$ cat src/rtl/fetch_unit.sv
// Instruction-fetch front end: owns the fetch PC, drives a fixed-latency BRAM,
// buffers tagged returning words and hands them to decode over valid/ready.
module fetch_unit #(
    parameter logic [31:0] RESET_PC     = 32'h0000_0000,
    parameter int          ADDR_WIDTH   = 16,
    parameter int          BRAM_LATENCY = 2,
    parameter int          FIFO_DEPTH   = 4
) (
    input  logic                  clk_in,
    input  logic                  rst_in,
    output logic [ADDR_WIDTH-1:0] imem_addr_out,
    input  logic [31:0]           imem_data_in,
    input  logic                  redirect_in,
    input  logic [31:0]           redirect_pc_in,
    output logic                  inst_valid_out,
    input  logic                  inst_ready_in,
    output logic [31:0]           inst_out,
    output logic [31:0]           pc_out,
    output logic                  halted_out
);

    localparam int PTR_W = (FIFO_DEPTH > 1) ? $clog2(FIFO_DEPTH) : 1;
    localparam int CNT_W = $clog2(FIFO_DEPTH + BRAM_LATENCY + 1);
    localparam int LAST  = BRAM_LATENCY - 1;
    localparam logic [PTR_W-1:0] LAST_PTR = PTR_W'(FIFO_DEPTH - 1);

    if (FIFO_DEPTH < BRAM_LATENCY + 1) begin : g_bad_depth
        $error("fetch_unit: FIFO_DEPTH must be at least BRAM_LATENCY+1");
    end

    typedef enum logic {
        RUN  = 1'b0,
        HALT = 1'b1
    } state_t;

    state_t state, state_next;

    logic [31:0]             fpc;
    logic                    epoch;
    logic [BRAM_LATENCY-1:0] sr_valid;
    logic [BRAM_LATENCY-1:0] sr_epoch;
    logic [31:0]             sr_pc [BRAM_LATENCY];

    logic [31:0]      fifo_inst [FIFO_DEPTH];
    logic [31:0]      fifo_pc   [FIFO_DEPTH];
    logic [PTR_W-1:0] rd_ptr;
    logic [PTR_W-1:0] wr_ptr;
    logic [CNT_W-1:0] fifo_count;
    logic [CNT_W-1:0] inflight_count;

    logic        fifo_empty;
    logic        head_zero;
    logic        credits_ok;
    logic        issue;
    logic        push;
    logic        pop;
    logic [31:0] head_inst;
    logic [31:0] head_pc;

    function automatic logic [PTR_W-1:0] ptr_inc(input logic [PTR_W-1:0] p);
        return (p == LAST_PTR) ? '0 : p + PTR_W'(1);
    endfunction

    always_comb begin
        inflight_count = '0;
        for (int i = 0; i < BRAM_LATENCY; i++) begin
            inflight_count = inflight_count + CNT_W'(sr_valid[i]);
        end
    end

    assign fifo_empty = (fifo_count == '0);
    assign head_inst  = fifo_inst[rd_ptr];
    assign head_pc    = fifo_pc[rd_ptr];
    assign head_zero  = !fifo_empty && (head_inst == 32'h0);

    assign inst_valid_out = !fifo_empty && !head_zero;
    assign inst_out       = fifo_empty ? 32'h0 : head_inst;
    assign pc_out         = fifo_empty ? 32'h0 : head_pc;
    assign halted_out     = (state == HALT) || head_zero;
    assign imem_addr_out  = fpc[ADDR_WIDTH+1:2];

    // Every outstanding request already owns a FIFO slot, so returns never overflow.
    assign credits_ok = (fifo_count + inflight_count) < CNT_W'(FIFO_DEPTH);
    assign issue      = (state == RUN) && !head_zero && credits_ok && !redirect_in;
    assign pop        = inst_valid_out && inst_ready_in;
    assign push       = sr_valid[LAST] && (sr_epoch[LAST] == epoch) && !redirect_in;

    always_ff @(posedge clk_in or negedge rst_in) begin
        if (!rst_in) begin
            state <= RUN;
        end else begin
            state <= state_next;
        end
    end

    always_comb begin
        state_next = state;
        case (state)
            RUN:     if (head_zero && !redirect_in) state_next = HALT;
            HALT:    if (redirect_in) state_next = RUN;
            default: state_next = RUN;
        endcase
    end

    always_ff @(posedge clk_in or negedge rst_in) begin
        if (!rst_in) begin
            fpc        <= RESET_PC;
            epoch      <= 1'b0;
            rd_ptr     <= '0;
            wr_ptr     <= '0;
            fifo_count <= '0;
        end else if (redirect_in) begin
            // Flipping the epoch turns every request still in the BRAM pipe stale.
            fpc        <= redirect_pc_in & 32'hFFFF_FFFC;
            epoch      <= ~epoch;
            rd_ptr     <= '0;
            wr_ptr     <= '0;
            fifo_count <= '0;
        end else begin
            if (issue) fpc <= fpc + 32'd4;
            if (push) wr_ptr <= ptr_inc(wr_ptr);
            if (pop) rd_ptr <= ptr_inc(rd_ptr);
            fifo_count <= fifo_count + CNT_W'(push) - CNT_W'(pop);
        end
    end

    always_ff @(posedge clk_in or negedge rst_in) begin
        if (!rst_in) begin
            sr_valid <= '0;
            sr_epoch <= '0;
            for (int i = 0; i < BRAM_LATENCY; i++) sr_pc[i] <= 32'h0;
        end else begin
            sr_valid[0] <= issue;
            sr_epoch[0] <= epoch;
            sr_pc[0]    <= fpc;
            for (int i = 1; i < BRAM_LATENCY; i++) begin
                sr_valid[i] <= sr_valid[i-1];
                sr_epoch[i] <= sr_epoch[i-1];
                sr_pc[i]    <= sr_pc[i-1];
            end
        end
    end

    always_ff @(posedge clk_in) begin
        if (push) begin
            fifo_inst[wr_ptr] <= imem_data_in;
            fifo_pc[wr_ptr]   <= sr_pc[LAST];
        end
    end

endmodule

$ cat config.mk
export PLATFORM = sky130hd
export DESIGN_NAME = fetch_unit
export DESIGN_NICKNAME = d
export VERILOG_FILES = /design/src/rtl/fetch_unit.sv
export SDC_FILE = /design/constraint.sdc
export NUM_CORES = 1
export LEC_CHECK = 0
export ABC_AREA = 1
export CORE_AREA = 2 2 182 184
export DETAILED_ROUTE_END_ITERATION = 6
export DIE_AREA = 0 0 184 186
export PLACE_DENSITY = 0.68
export SETUP_SLACK_MARGIN = 0.02
export SLEW_MARGIN = 25
export SYNTH_ARGS = -nofsm -noshare
export SYNTH_HDL_FRONTEND = slang
export SYNTH_SLANG_ARGS = --single-unit
$ cat constraint.sdc
create_clock -name clk_in -period 6.2 [get_ports clk_in]
set_input_delay 1.24 -clock clk_in [delete_from_list [all_inputs] [get_ports clk_in]]
set_output_delay 1.24 -clock clk_in [all_outputs]
set_load 0.005 [all_outputs]
==> summary.md <==
The flow ran to the end, and the final reports show no timing, DRC or antenna violations. The worst path needs 4.83 ns of the cycle, external delays included. At the worst endpoint, the required time is 4.96 ns. OpenSTA, run right after detailed placement, puts the worst setup slack at 1.92 ns. Summed over all nets, the half-perimeter wirelength after detailed placement is 18.0 mm.

After the first detailed-routing iteration, the DRC count stood at 782. Combinational family with the most area after synthesis: simple AND/OR/NAND/NOR gates. The category of the critical setup timing path was reg -> out.

Averaged over all synthesized cells, the footprint is 10.9 um2. The netlist uses 37 different library cells. TritonCTS built the clock tree. In this run the post-CTS setup repair buffer count came out at 0.

By count the netlist is led by nand2_1, edfxtp_1, nor2_1. Setup slack on the worst reg-to-reg path comes out at 2.21 ns. Across all layers, the routed design uses 9446 vias. From synthesis to final layout, the design area changed by 20.5%. For this design, the sink count on the clock tree is 351. The worst register-to-register path has a depth of 18. On the final layout, the worst clock skew is 0.0151 ns. The worst setup path is captured at an output pin. Entering global routing, the biggest net connects 83 pins.

The worst setup path is launched from a register. The maximum buffer depth of the clock tree was 3; the cell leakage power was 6.77 nW. The run gives 0 as the number of maximum-capacitance violations.

The logs give 1.37 ns for the worst path setup slack after routing and 36.4% for the relative slew slack. The clock reaches the later pin of the worst-skew pair after 0.51 ns. The logs give 28.2% for the part of the power in combinational logic and 0 for the number of buffers added to fix hold violations after cts. The run gives 8975 as the number of global-route vias before repair. The path with the worst hold slack has its endpoint at sr_pc[23].

The number of port buffers is 145, and the switching part of the total power is 31.3%. The share of cell area taken by muxes after synthesis was 0.0785%. The logs give 0 for the final hold violation count and 14300 um2 for the post-synthesis instance area. Data on the critical path arrives at its endpoint at 3.59 ns. Largest fanout on the critical path: 82. The worst hold path begins at sr_pc[55].

The final antenna diode count was 0; the vertical die dimension was 186 um. For the first-pass iteration count of the detailed router, the log shows 5. The core region is 32200 um2. Summing the areas of all fa, ha and maj instances in the mapped netlist gives 0.925% of the synthesized area. The logs give 7.77 mW for the post-route total power and 0 for the post-cts repair resize count. The start of the worst register-to-register path was rd_ptr[0].

After synthesis, the share of flip-flops with an asynchronous set or reset is 29.3%. Cell internal power was estimated by the tool at 5.34 mW. In this run the power density over the cells is 450 nW/um2.

The H-tree generated during clock tree synthesis spans 2 levels. The master cell of the clock root buffer is clkbuf_16. Registers are responsible for 43.4% of the overall power. Including well taps, the total number of placed cells is 1798. After clock tree synthesis, the clock-pin slew on the worst setup and hold paths is 0.06 ns. The total overflow left after global routing is 0. The final hold slack was 0.345 ns. Counting every instance in the synthesized netlist gives 1311. The die is 184 um wide. The fraction of the mapped netlist area in compound gates came out at 4.38%.

For the post-route antenna net violation count, the log shows 0. For the area enclosed by the die boundary, the log shows 34200 um2. The share of final-layout standard cells stronger than drive strength 1 was 6.10%. In the routed layout, each cell is associated on average with a via count of 5.06. The run gives 0.207 GHz as the fmax. By instance count, the leading cell after synthesis is nand2_1.

The run gives 0 as the number of warning messages in the yosys log. The congestion estimate from routability-driven global placement came to 0.862. The synthesized design devotes to its leading area cell type 51.9% of total area. Setup violations remaining at the end of the flow were counted as 0. Net total in the final layout: 1509. Setup repair after global routing left no endpoint under its margin.

In the final routed layout, each cell accounts on average for 16.4 um. The sequential element share of the synthesized area was 69.9%; the final non-filler cell total was 1868. The number of enable-type register cells in the synthesized netlist is 248. By area the synthesized netlist is led by edfxtp_1, dfrtp_1, nand2_1, nor2_1, nand3_1. Pin placement for this block handled 150 I/O pins. The synthesized design spends more area on one cell type than any other, namely edfxtp_1. Summed over all failing endpoints, the final setup total negative slack is 0 ns. The hold path depth was 0; the count of state elements after synthesis was 351. For this run, the leading register cell type out of synthesis is edfxtp_1.

In the global route stage, overall resource usage came out at 18.1%. In this run, CTS created clock tree buffers numbering 38. The fraction of synthesized cell area in xor and xnor cells was 0.794%. For this design the total switching power over the nets is 2.43 mW.

The initial antenna violation count was 0. VDD sags by at most 0.000223 V. The endpoint identified for the worst register-to-register timing path is fifo_count[2].

DRC violation count after routing: 0. The synthesized netlist devotes 19.6% of its cell area to simple gates. After floorplanning, the core was divided into 66 placement rows.

At the pin with the least slew margin, the transition time is 0.952 ns. The part of the cycle the worst path needs works out to 77.9%. The worst hold path belongs to the class reg -> reg.

The final layout contains routed wiring with a total length of 30.7 mm. The initial core utilization was 44.5%. The final number of max-transition violations was 0; the part of the total power dissipated in the clock network was 28.5%. The tools report the first-pass GRT wire length as 48.2 mm.
## routing by layer
| metal | wire length (um) | share of wire (%) | GRT usage (%) |
|---|---|---|---|
| met1 | 13600 | 44 | 24.7 |
| met3 | 1950 | 6.3 | 3.15 |
| met4 | 455 | 1.5 | 4.35 |
| met5 | 0 | 0 | 0 |
| met2 | 14700 | 48 | 30.5 |
## how the worst max path moves through the flow
stage                           start         endpoint  slack, ns  depth (start not counted)
after CTS                   rd_ptr[0]       halted_out       1.35                         11
after global placement      rd_ptr[0]       halted_out       1.93                         11
after detailed placement    rd_ptr[0]       halted_out       1.92                         11
after global routing        rd_ptr[0]       halted_out       1.09                         11
final                       rd_ptr[0]       halted_out       1.37                         11
after floorplan           redirect_in  fifo_inst[0][0]       1.49                          4
## flip-flops by register name (all words and copies together), names as in the netlist
register    cells
epoch           1
sr_epoch        2
wr_ptr          2
state           1
fifo_pc       120
rd_ptr          2
fifo_inst     128
fpc            30
sr_valid        2
sr_pc          60
fifo_count      3
## cells in the final DEF (no fill, tap or decap), types with 4 or more instances in the layout
| master | synthesis | final |
|---|---|---|
| nand2_1 | 348 | 348 |
| edfxtp_1 | 248 | 248 |
| nor2_1 | 196 | 191 |
| clkdlybuf4s50_1 | 0 | 144 |
| nand3_1 | 115 | 115 |
| dfrtp_1 | 103 | 101 |
| o21ai_0 | 78 | 78 |
| inv_1 | 42 | 42 |
| a21oi_1 | 39 | 39 |
| clkbuf_16 | 0 | 39 |
| buf_4 | 22 | 15 |
| clkinv_2 | 1 | 10 |
| xor2_1 | 10 | 10 |
| clkbuf_1 | 32 | 10 |
| ha_1 | 9 | 9 |
| nand4_1 | 8 | 8 |
| nor3_1 | 7 | 7 |
| nor2_4 | 0 | 5 |
| bufinv_16 | 0 | 4 |
## kinds of logic (layout without fill, tap and decap cells)
logic type      count (synthesis)  count (layout)
buf+inv                       125             273
compound gates                123             123
mux                             1               1
flops                         351             351
simple gates                  687             687
other cells                     1               2
fa+ha+maj                      10              10
xor+xnor                       13              13
## critical path, stage by stage, from the launching register on
cell,delay [ns]
dfrtp_4,0.79
buf_4,0.75
nand2_1,0.14
nand3_1,0.13
nand2_1,0.12
nand2_1,0.08
nor2_1,0.04
nand2_1,0.09
nor2_2,0.06
nand3_2,0.15
nand2_1,0.14
clkdlybuf4s50_1,0.48
## layout make-up
| type | instances | area (um2) |
|---|---|---|
| Tap cell | 408 | 510 |
| Clock buffer | 52 | 1050 |
| Sequential cell | 351 | 10000 |
| Inverter | 44 | 168 |
| Fill cell | 2770 | 14900 |
| Clock inverter | 17 | 196 |
| Multi-Input combinational cell | 836 | 3740 |
| Timing Repair Buffer | 160 | 1580 |
## per-stage QoR
step                      util, %  instance area [um2]
after floorplan                 -                14300
after global placement       49.7                16000
after detailed placement     49.7                16000
after CTS                    53.6                17300
after global routing         53.7                17300
final                        53.7                17300
## power by group through the flow
stage	logic (mW)	registers, mW	clock network [mW]
finish	2.19	3.37	2.21
global route	2.46	3.43	2.36
CTS	2.20	3.37	2.26
detailed placement	2.18	3.41	0
global placement	2.16	3.39	0
floorplan	1.30	3.26	0
Power figures use the tool's default switching activity.
